**src/rtl/shift_reg_pkg.sv**
```systemverilog
// Shared definitions for the shift-register family: FSM state encoding and
// the default parallel word width.
package shift_reg_pkg;

    typedef enum logic {
        ST_IDLE  = 1'b0,
        ST_SHIFT = 1'b1
    } state_t;

    localparam int SHIFT_REG_WIDTH = 8;

endpackage

```
**src/rtl/shift_reg_piso_ser.sv**
```systemverilog
// PISO serializer: accepts a parallel word over valid/ready and shifts it
// out one bit per clock with frame-valid, busy and last-bit done qualifiers.
module shift_reg_piso_ser
    import shift_reg_pkg::*;
#(
    parameter int   WIDTH      = SHIFT_REG_WIDTH,
    parameter bit   MSB_FIRST  = 1'b1,
    parameter logic IDLE_LEVEL = 1'b1
) (
    input  logic             clk,
    input  logic             reset_n,
    input  logic [WIDTH-1:0] d,
    input  logic             load_valid,
    output logic             load_ready,
    output logic             sout,
    output logic             sout_valid,
    output logic             busy,
    output logic             done,
    output state_t           state_dbg
);

    localparam int CNT_W = $clog2(WIDTH);
    localparam logic [CNT_W-1:0] LAST_CNT = CNT_W'(WIDTH - 1);

    state_t           state, state_nxt;
    logic [WIDTH-1:0] shreg, shreg_nxt;
    logic [CNT_W-1:0] bit_cnt, bit_cnt_nxt;
    logic             last_bit;

    assign last_bit = (state == ST_SHIFT) && (bit_cnt == LAST_CNT);

    // Handshake: a word transfers on a rising edge where load_valid && load_ready.
    // load_ready comes only from registers, so the source may hold load_valid
    // and d until it sees ready; nothing is captured on any other edge.
    assign load_ready = (state == ST_IDLE) || last_bit;

    assign sout_valid = (state == ST_SHIFT);
    assign busy       = (state == ST_SHIFT);
    assign done       = last_bit;
    assign sout       = (state == ST_SHIFT) ? (MSB_FIRST ? shreg[WIDTH-1] : shreg[0])
                                            : IDLE_LEVEL;
    assign state_dbg  = state;

    always_ff @(posedge clk or negedge reset_n) begin
        if (!reset_n) begin
            state   <= ST_IDLE;
            shreg   <= '0;
            bit_cnt <= '0;
        end else begin
            state   <= state_nxt;
            shreg   <= shreg_nxt;
            bit_cnt <= bit_cnt_nxt;
        end
    end

    always_comb begin
        state_nxt   = state;
        shreg_nxt   = shreg;
        bit_cnt_nxt = bit_cnt;

        case (state)
            ST_IDLE: begin
                state_nxt = ST_IDLE;
            end
            ST_SHIFT: begin
                if (MSB_FIRST) begin
                    shreg_nxt = {shreg[WIDTH-2:0], 1'b0};
                end else begin
                    shreg_nxt = {1'b0, shreg[WIDTH-1:1]};
                end
                if (last_bit) begin
                    // Counter parks at zero so non-power-of-two widths never overrun.
                    bit_cnt_nxt = '0;
                    state_nxt   = ST_IDLE;
                end else begin
                    bit_cnt_nxt = bit_cnt + CNT_W'(1);
                end
            end
            default: begin
                state_nxt = ST_IDLE;
            end
        endcase

        // A new word overrides the idle return, giving gap-free back-to-back frames.
        if (load_valid && load_ready) begin
            shreg_nxt   = d;
            bit_cnt_nxt = '0;
            state_nxt   = ST_SHIFT;
        end
    end

endmodule

```
**config.mk**
```make
export PLATFORM = sky130hd
export DESIGN_NAME = shift_reg_piso_ser
export DESIGN_NICKNAME = d
export VERILOG_FILES = /design/src/rtl/shift_reg_pkg.sv /design/src/rtl/shift_reg_piso_ser.sv
export SDC_FILE = /design/constraint.sdc
export NUM_CORES = 1
export LEC_CHECK = 0
export BUFFER_PORTS_ARGS = -buffer_cell sky130_fd_sc_hd__clkbuf_2
export CORE_MARGIN = 2
export CORE_UTILIZATION = 43
export DETAILED_ROUTE_END_ITERATION = 10
export GPL_TIMING_DRIVEN = 0
export PLACE_DENSITY_LB_ADDON = 0.08
export SLEW_MARGIN = 20
export SYNTH_ARGS = -nofsm -noshare
export SYNTH_HDL_FRONTEND = slang
export SYNTH_SLANG_ARGS = --single-unit
```
**constraint.sdc**
```tcl
create_clock -name clk -period 1.6 [get_ports clk]
set_input_delay 0.16 -clock clk [delete_from_list [all_inputs] [get_ports clk]]
set_output_delay 0.16 -clock clk [all_outputs]
set_load 0.01 [all_outputs]
```
==> impl_metrics.tcl <==
set metrics [dict create \
    num_rows 14 \
    met3_usage 0.0298 \
    fmax_ghz 0.661 \
    vias 535 \
    layout-drive-gt1-share 0.463 \
    rsz0062_at_grt "no" \
    grt_pass1_vias 524 \
    clockBufferDepth 2 \
    synth_seq_area_share 0.459 \
    synth_most_common_cell "dfrtp_1" \
    synth_cell_types 21 \
    cts_root_buffer "clkbuf_4" \
    tightest_slew_ns 0.319 \
    detail_route.wl_per_cell_um 13.8 \
    hp-class "input pin to register" \
    crit_path_end_kind "output port" \
    grt_first_pass_wirelength_um 2360 \
    power_density_mw_per_mm2 1770 \
    cts_num_sinks 12 \
    synth_nets 70 \
    maxSlewHeadroom 0.787 \
    grt_max_degree 13 \
    whs_path_depth 3 \
    report.final.slew_viol_count 0 \
    cts_htree_levels 1 \
    antennaDiodeCount 0 \
    antenna_found_initial 0 \
    dieHeight_um 43.0 \
    setup_violations 0 \
    cp.arrival_ns 1.35 \
    worstSetupPathType "register to output port" \
    grt_use_total 0.173 \
    ios 17 \
    cp-start-kind "register" \
    synth-edff-count 0 \
    period_needed_ns 1.51 \
    min_to "shreg[0]$_DFFE_PN0P_" \
    worstHoldStart "d[0]" \
    skew_ns 0.00630 \
    leakage_nw 0.427 \
    firstDrtPassIters 4 \
    postSynthAreaPerCell_um2 11.5 \
    initial_utilization 0.445 \
    ant_nets 0 \
    ys.flop_type "dfrtp_1" \
    port_buffers 16 \
    die_w_um 43.0 \
    status "finished clean" \
    finalCritPeriodShare 0.946 \
    drc 0 \
    grt-ovfl-total 0 \
    cp.required_ns 1.44 \
    clkTransAtPathRegs_ns 0.08 \
    via_per_inst 5.57 \
    coreArea_mm2 0.00147 \
    irDropWorstVdd_mv 0.777 \
    hold_viol 0 \
    synth.area.top_cells "dfrtp_1 46%, o221a_2 10%, a211o_1 9.4%" \
    reg2reg_from "bit_cnt[1]$_DFFE_PN0P_" \
    grt.busiest_layer "met2" \
    yosys-top-cells-count "12 x dfrtp_1, 7 x a211o_1, 6 x o221a_2" \
    met1_usage 0.243 \
    dpl_cell_area_um2 754 \
    die-area_mm2 0.00185 \
    dr.first_iter.drc_count 11 \
    clk_latency_ns 0.28 \
    synth_top_area_cell "dfrtp_1" \
    area_delta_synth_final_pct 28.5 \
    syn_area_um2 654 \
    r2r_cells 5 \
    synthArstFlopShare 1.00 \
    numCtsBuffers 3 \
    wl_um 1330 \
    setup_tns_ns 0 \
    synth_top_area_frac 0.459 \
    met2_usage 0.261 \
    r2r_slack_ns 0.11 \
    cp_max_fo 5 \
    gp_congestion 0.703 \
    nets 94 \
    synth_cells 57 \
    final_area_um2 841 \
    cts_tree "yes" \
    rr_endpoint "shreg[3]$_DFFE_PN0P_" \
    ys_ff_latch 12 \
    synth_warnings 0 \
    cap_violations 0 \
]
routing by layer:
layer / vias up / part of all wire
met5: - / 0
met4: 0 / 0.0098
met3: 2 / 0.065
met2: 21 / 0.47
met1: 253 / 0.46
li1: 259 / -
cells by family after synthesis:
| logic type | after synthesis | share of synthesized area |
|---|---|---|
| AO/OA/AOI/OAI | 18 | 0.254 |
| AND/OR/NAND/NOR | 17 | 0.149 |
| multiplexers | 1 | 0.0153 |
| flip-flops | 12 | 0.459 |
| buffers and inverters | 7 | 0.0841 |
| adder cells (fa/ha/maj) | 2 | 0.0382 |
repair_timing:
item	CTS	global route
buffers inserted	3	1
endpoints found under the setup margin	5	7
hold endpoints to repair	12	0
hold buffers	1	0
pin swaps	0	2
gates resized for setup	5	3
layout by cell type, fill, tap and decap left out, types with 2 or more instances in the layout:
cell	n
buf_4	5
a211o_1	7
o21ai_0	2
nand2b_1	3
buf_2	3
nor2b_1	5
and2b_1	2
dfrtp_1	12
clkbuf_2	14
nand2_1	3
o221a_2	6
clkbuf_4	3
per-stage QoR:
stage,power (mW),hold slack (ns),util,instances,worst slack [ns]
2_1_floorplan,0.986,-0.136,-,57,0.109
3_3_place_gp,1.14,0.0665,0.513,89,0.0271
3_5_place_dp,1.15,0.0696,0.513,89,0.0215
4_1_cts,1.50,0.123,0.572,97,0.0188
5_1_grt,1.63,0.153,0.571,96,0.0103
6_report,1.49,0.126,0.571,96,0.0861
final cells by class:
| cell class | count | area [um^2] |
|---|---|---|
| Sequential cell | 12 | 300 |
| Multi-Input combinational cell | 38 | 322 |
| Timing Repair Buffer | 20 | 113 |
| Fill cell | 137 | 631 |
| Clock buffer | 4 | 36.3 |
| Inverter | 1 | 3.75 |
| Buffer | 5 | 46.3 |
| Tap cell | 16 | 20.0 |
critical path, stage by stage, from the launching register on:
cell	delay (ns)
dfrtp_1	0.39
ha_2	0.21
ha_4	0.17
nand2b_4	0.16
buf_2	0.15
worst max-delay path by stage:
stage                                start                    to  slack, ns  cells after the start
floorplan           bit_cnt[0]$_DFFE_PN0P_  shreg[2]$_DFFE_PN0P_       0.11                      5
global placement    bit_cnt[0]$_DFFE_PN0P_  shreg[4]$_DFFE_PN0P_       0.03                      5
detailed placement  bit_cnt[0]$_DFFE_PN0P_  shreg[3]$_DFFE_PN0P_       0.02                      5
CTS                 bit_cnt[0]$_DFFE_PN0P_            load_ready       0.02                      5
global route                busy$_DFF_PN0_                  done       0.01                      4
finish              bit_cnt[1]$_DFFE_PN0P_            load_ready       0.09                      4
flip-flops by register name (all words and copies together), names as in the netlist:
signal	flops
busy	1
bit_cnt	3
shreg	8
power by group:
part | internal (mW) | switching [mW]
registers | 0.428 | 0.0924
clock network | 0.138 | 0.104
logic | 0.421 | 0.304
total | 0.987 | 0.501
No activity file was read; power rests on OpenSTA's default activity.
